===== src/rtl/bus_arbiter_param.sv =====
// bus_arbiter_param: N-master one-hot bus arbiter, fixed-priority or round-robin, optional no-ack timeout
module bus_arbiter_param #(
  parameter int N_MASTERS = 4,
  parameter int RR_MODE   = 0,
  parameter int TIMEOUT   = 0
) (
  input  logic                         clk,
  input  logic                         reset,
  input  logic [N_MASTERS-1:0]         bus_req,
  input  logic                         bus_ack,
  output logic [N_MASTERS-1:0]         bus_grant,
  output logic [$clog2(N_MASTERS)-1:0] grant_idx,
  output logic                         timeout_evt
);
  localparam int IW = $clog2(N_MASTERS);
  typedef enum logic {IDLE, BUSY} state_t;
  state_t state;
  logic [IW-1:0] ptr, base, win_idx;
  logic [IW:0] j;
  logic [N_MASTERS-1:0] cand;
  logic win_vld, expire, arb;
  generate
    if (TIMEOUT > 0) begin : g_to
      localparam int CW = $clog2(TIMEOUT + 1);
      logic [CW-1:0] cnt;
      assign expire = state == BUSY && !bus_ack && cnt == CW'(TIMEOUT - 1);
      always_ff @(posedge clk or posedge reset)
        if (reset) cnt <= '0;
        else cnt <= (state == BUSY && !bus_ack && !expire) ? cnt + 1'b1 : '0;
    end else begin : g_no_to
      assign expire = 1'b0;
    end
  endgenerate
  assign arb  = state == IDLE || bus_ack || expire;
  assign base = RR_MODE != 0 ? ptr : '0;
  // On timeout the current holder sits out this one arbitration
  always_comb begin
    cand    = bus_req & ~(expire ? bus_grant : '0);
    win_vld = 1'b0;
    win_idx = '0;
    j       = '0;
    for (int i = 0; i < N_MASTERS; i++) begin
      j = {1'b0, base} + (IW+1)'(i);
      j = j >= (IW+1)'(N_MASTERS) ? j - (IW+1)'(N_MASTERS) : j;
      if (!win_vld && cand[j[IW-1:0]]) begin
        win_vld = 1'b1;
        win_idx = j[IW-1:0];
      end
    end
  end
  always_ff @(posedge clk or posedge reset)
    if (reset) begin
      state       <= IDLE;
      bus_grant   <= '0;
      grant_idx   <= '0;
      timeout_evt <= 1'b0;
      ptr         <= '0;
    end else begin
      timeout_evt <= expire;
      if (arb) begin
        state     <= win_vld ? BUSY : IDLE;
        bus_grant <= win_vld ? {{(N_MASTERS-1){1'b0}}, 1'b1} << win_idx : '0;
        grant_idx <= win_vld ? win_idx : '0;
        if (win_vld) ptr <= win_idx == IW'(N_MASTERS - 1) ? '0 : win_idx + 1'b1;
      end
    end
endmodule


===== config.mk =====
export PLATFORM = sky130hd
export DESIGN_NAME = bus_arbiter_param
export DESIGN_NICKNAME = d
export VERILOG_FILES = /design/src/rtl/bus_arbiter_param.sv
export SDC_FILE = /design/constraint.sdc
export NUM_CORES = 1
export LEC_CHECK = 0
export ABC_AREA = 1
export BUFFER_PORTS_ARGS = -buffer_cell sky130_fd_sc_hd__buf_2
export CAP_MARGIN = 40
export CORE_AREA = 5 5 42 44
export DETAILED_ROUTE_END_ITERATION = 8
export DIE_AREA = 0 0 47 49
export SETUP_SLACK_MARGIN = 0.05
export SLEW_MARGIN = 20
export SYNTH_ARGS = -nofsm -noshare
export SYNTH_HDL_FRONTEND = slang
export SYNTH_SLANG_ARGS = --single-unit

===== constraint.sdc =====
create_clock -name clk -period 1.8 [get_ports clk]
set_clock_uncertainty 0.05 [all_clocks]
set_input_delay 0 -clock clk [delete_from_list [all_inputs] [get_ports clk]]
set_output_delay 0 -clock clk [all_outputs]
set_load 0.05 [all_outputs]

==> flow_metrics.env <==
export IMPL_timing_rr_start="state"
export IMPL_synth_seq_cells=7
export IMPL_ir_worst_vdd_mv=0.523
export IMPL_whs_ns=0.00864
export IMPL_status="completed"
export IMPL_drc_errors=0
export IMPL_fin_crit_ns=1.48
export IMPL_path_class="in2reg"
export IMPL_crit_start="bus_req[0]"
export IMPL_die_area_um2=2300
export IMPL_dr_wl_met2_um=316
export IMPL_drt_iter0_markers=2
export IMPL_clk_insertion_delay_late_ns=0.25
export IMPL_synth_edf_count=0
export IMPL_ys_seq_area_share_pct=55.3
export IMPL_fin_util_pct=33.2
export IMPL_start_util_pct=22.6
export IMPL_core_um2=1400
export IMPL_cts_hold_buffers=5
export IMPL_track_usage_pct=7.67
export IMPL_reg2regPathDepth=3
export IMPL_cts_root_buf="clkbuf_4"
export IMPL_hpwl_um=501
export IMPL_cp_max_fo=3
export IMPL_die_w_um=47
export IMPL_met1_length_um=306
export IMPL_cp_arrival_ns=1.57
export IMPL_dr_max_layer_used="met4"
export IMPL_setup_viol=0
export IMPL_drive_gt1_share_pct=27.1
export IMPL_avgSynthCellArea_um2=8.12
export IMPL_hold_viol=0
export IMPL_reg2reg_to="state"
export IMPL_endpoint="state"
export IMPL_wl_per_cell_um=9.17
export IMPL_wl_met3_um=54
export IMPL_dp_cells=66
export IMPL_rows=14
export IMPL_ant_nets=0
export IMPL_tns_ns=0
export IMPL_cts_max_level=1
export IMPL_cts_inserted_buffers=3
export IMPL_area_delta_synth_final_pct=47.0
export IMPL_required_ns=1.88
export IMPL_r2r_slack_ns=0.47
export IMPL_synthesis_nets=46
export IMPL_synth_distinct_cells=11
export IMPL_vias_per_cell=3.96
export IMPL_ys_warn_count=0
export IMPL_drv_slew=0
export IMPL_cts_tree="done"
export IMPL_async_flop_share_pct=100
export IMPL_finalWirelength_um=688
export IMPL_yosys_area_top_type="dfrtp_1"
export IMPL_synth_top_area_share_pct=55.3
export IMPL_grt_max_degree=10
export IMPL_clockBufferDepth=2
export IMPL_clkSlewWorstSetupHoldPaths_ns=0.05
export IMPL_fin_crit_sh_pct=82.2
export IMPL_synth_area_leaders="dfrtp_1 55%, nand2_1 14%, inv_1 7.1%"
export IMPL_yosysMostFrequentCell="nand2_1"
export IMPL_gp_congestion=0.755
export IMPL_die_h_um=49
export IMPL_nNetsFinal=67
export IMPL_post_cts_buffers=0
export IMPL_p_total_w=0.000411
export IMPL_drv_cap=0
export IMPL_stdcell_count=75
export IMPL_grt_pass1_wl_mm=1.19
export IMPL_synthCells=39
export IMPL_synth_top_flop_cell="dfrtp_1"
export IMPL_syn_area_um2=317
export IMPL_cts_resized=0
export IMPL_power_leakage_nw=0.267
export IMPL_fmax_mhz=676
export IMPL_endpoint_kind="flop"
export IMPL_port_buffers=12
export IMPL_powerDensity_nw_per_um2=882
export IMPL_grt_pass1_vias=287
export IMPL_antenna_found_initial=0
export IMPL_startpoint_type="input pin"
export IMPL_yosys_top_cells_count="12 x nand2_1, 7 x dfrtp_1, 6 x inv_1"
export IMPL_diodes=0
export IMPL_hp_class="in2reg"
export IMPL_firstDrtPassIters=4
export IMPL_grt_overflow_total=0
export IMPL_vias=297
export IMPL_ioPinCount=14
export IMPL_clock_sinks=7
export IMPL_rsz0062_at_grt="false"
## final cells by class
type	count	area (µm²)
multi-input combinational	25	111
fill	157	936
timing repair buffer	17	110
clock buffer	4	26.3
sequential	7	175
inverter	6	22.5
tap	16	20.0
## through the flow
step / area [µm²] / setup slack (ns)
finish: 465 / 0.320
global route: 465 / 0.250
CTS: 465 / 0.327
detailed placement: 389 / 0.865
global placement: 389 / 0.863
floorplan: 317 / 0.816
## cell families (layout without fill, tap and decap cells)
family | Yosys count | after routing | synth area share (%)
and+or+nand+nor | 21 | 21 | 28.5
DFF | 7 | 7 | 55.3
buffers and inverters | 7 | 27 | 9.49
AOI/OAI and AO/OA | 3 | 3 | 5.53
other | 1 | 1 | 1.18
## cells in the final DEF (no fill, tap or decap)
master,netlist,routed
inv_1,6,6
nand3_1,2,2
conb_1,1,1
buf_2,0,12
dlygate4sd3_1,0,5
clkbuf_1,0,1
clkbuf_4,0,3
o21ai_0,2,2
nor2_1,5,5
nand2_1,12,12
dfrtp_1,7,7
nor3_1,1,1
o211ai_1,1,1
nor2_4,1,1
## state kept, by name, indices dropped and copies added, names as in the netlist
name       flops
grant_idx      2
bus_grant      4
state          1
## critical path: stages
cell	delay [ns]
dlygate4sd3_1	0.53
buf_2	0.13
nor3_1	0.24
nand3_1	0.09
dlygate4sd3_1	0.56
## where the power goes
group | total, W | internal (W) | leakage, nW | switching, W
Sequential | 0.000172 | 0.000168 | 0.0874 | 0.00000446
Clock | 0.000146 | 0.0000848 | 0.0150 | 0.0000607
Combinational | 0.0000928 | 0.0000260 | 0.164 | 0.0000668
Total | 0.000411 | 0.000279 | 0.267 | 0.000132
## worst min-delay path by stage
| stage | slack, ns | to | startpoint | cells past startpoint |
|---|---|---|---|---|
| 3_3_place_gp | -0.10 | grant_idx[1] | reset | 2 |
| 2_1_floorplan | -0.25 | bus_grant[0] | reset | 1 |
| 6_report | 0.009 | bus_grant[1] | bus_req[1] | 3 |
| 5_1_grt | 0.03 | grant_idx[1] | bus_ack | 4 |
| 3_5_place_dp | -0.11 | bus_grant[2] | reset | 2 |
| 4_1_cts | 0.003 | bus_grant[1] | bus_req[1] | 3 |
## layer usage
layer | vias to the layer above | global-route usage (%)
met3 | 2 | 4.43
met1 | 130 | 9.68
met2 | 8 | 9.28
li1 | 157 | -
met5 | - | 0
met4 | 0 | 5.53
No activity file was read; power rests on OpenSTA's default activity.
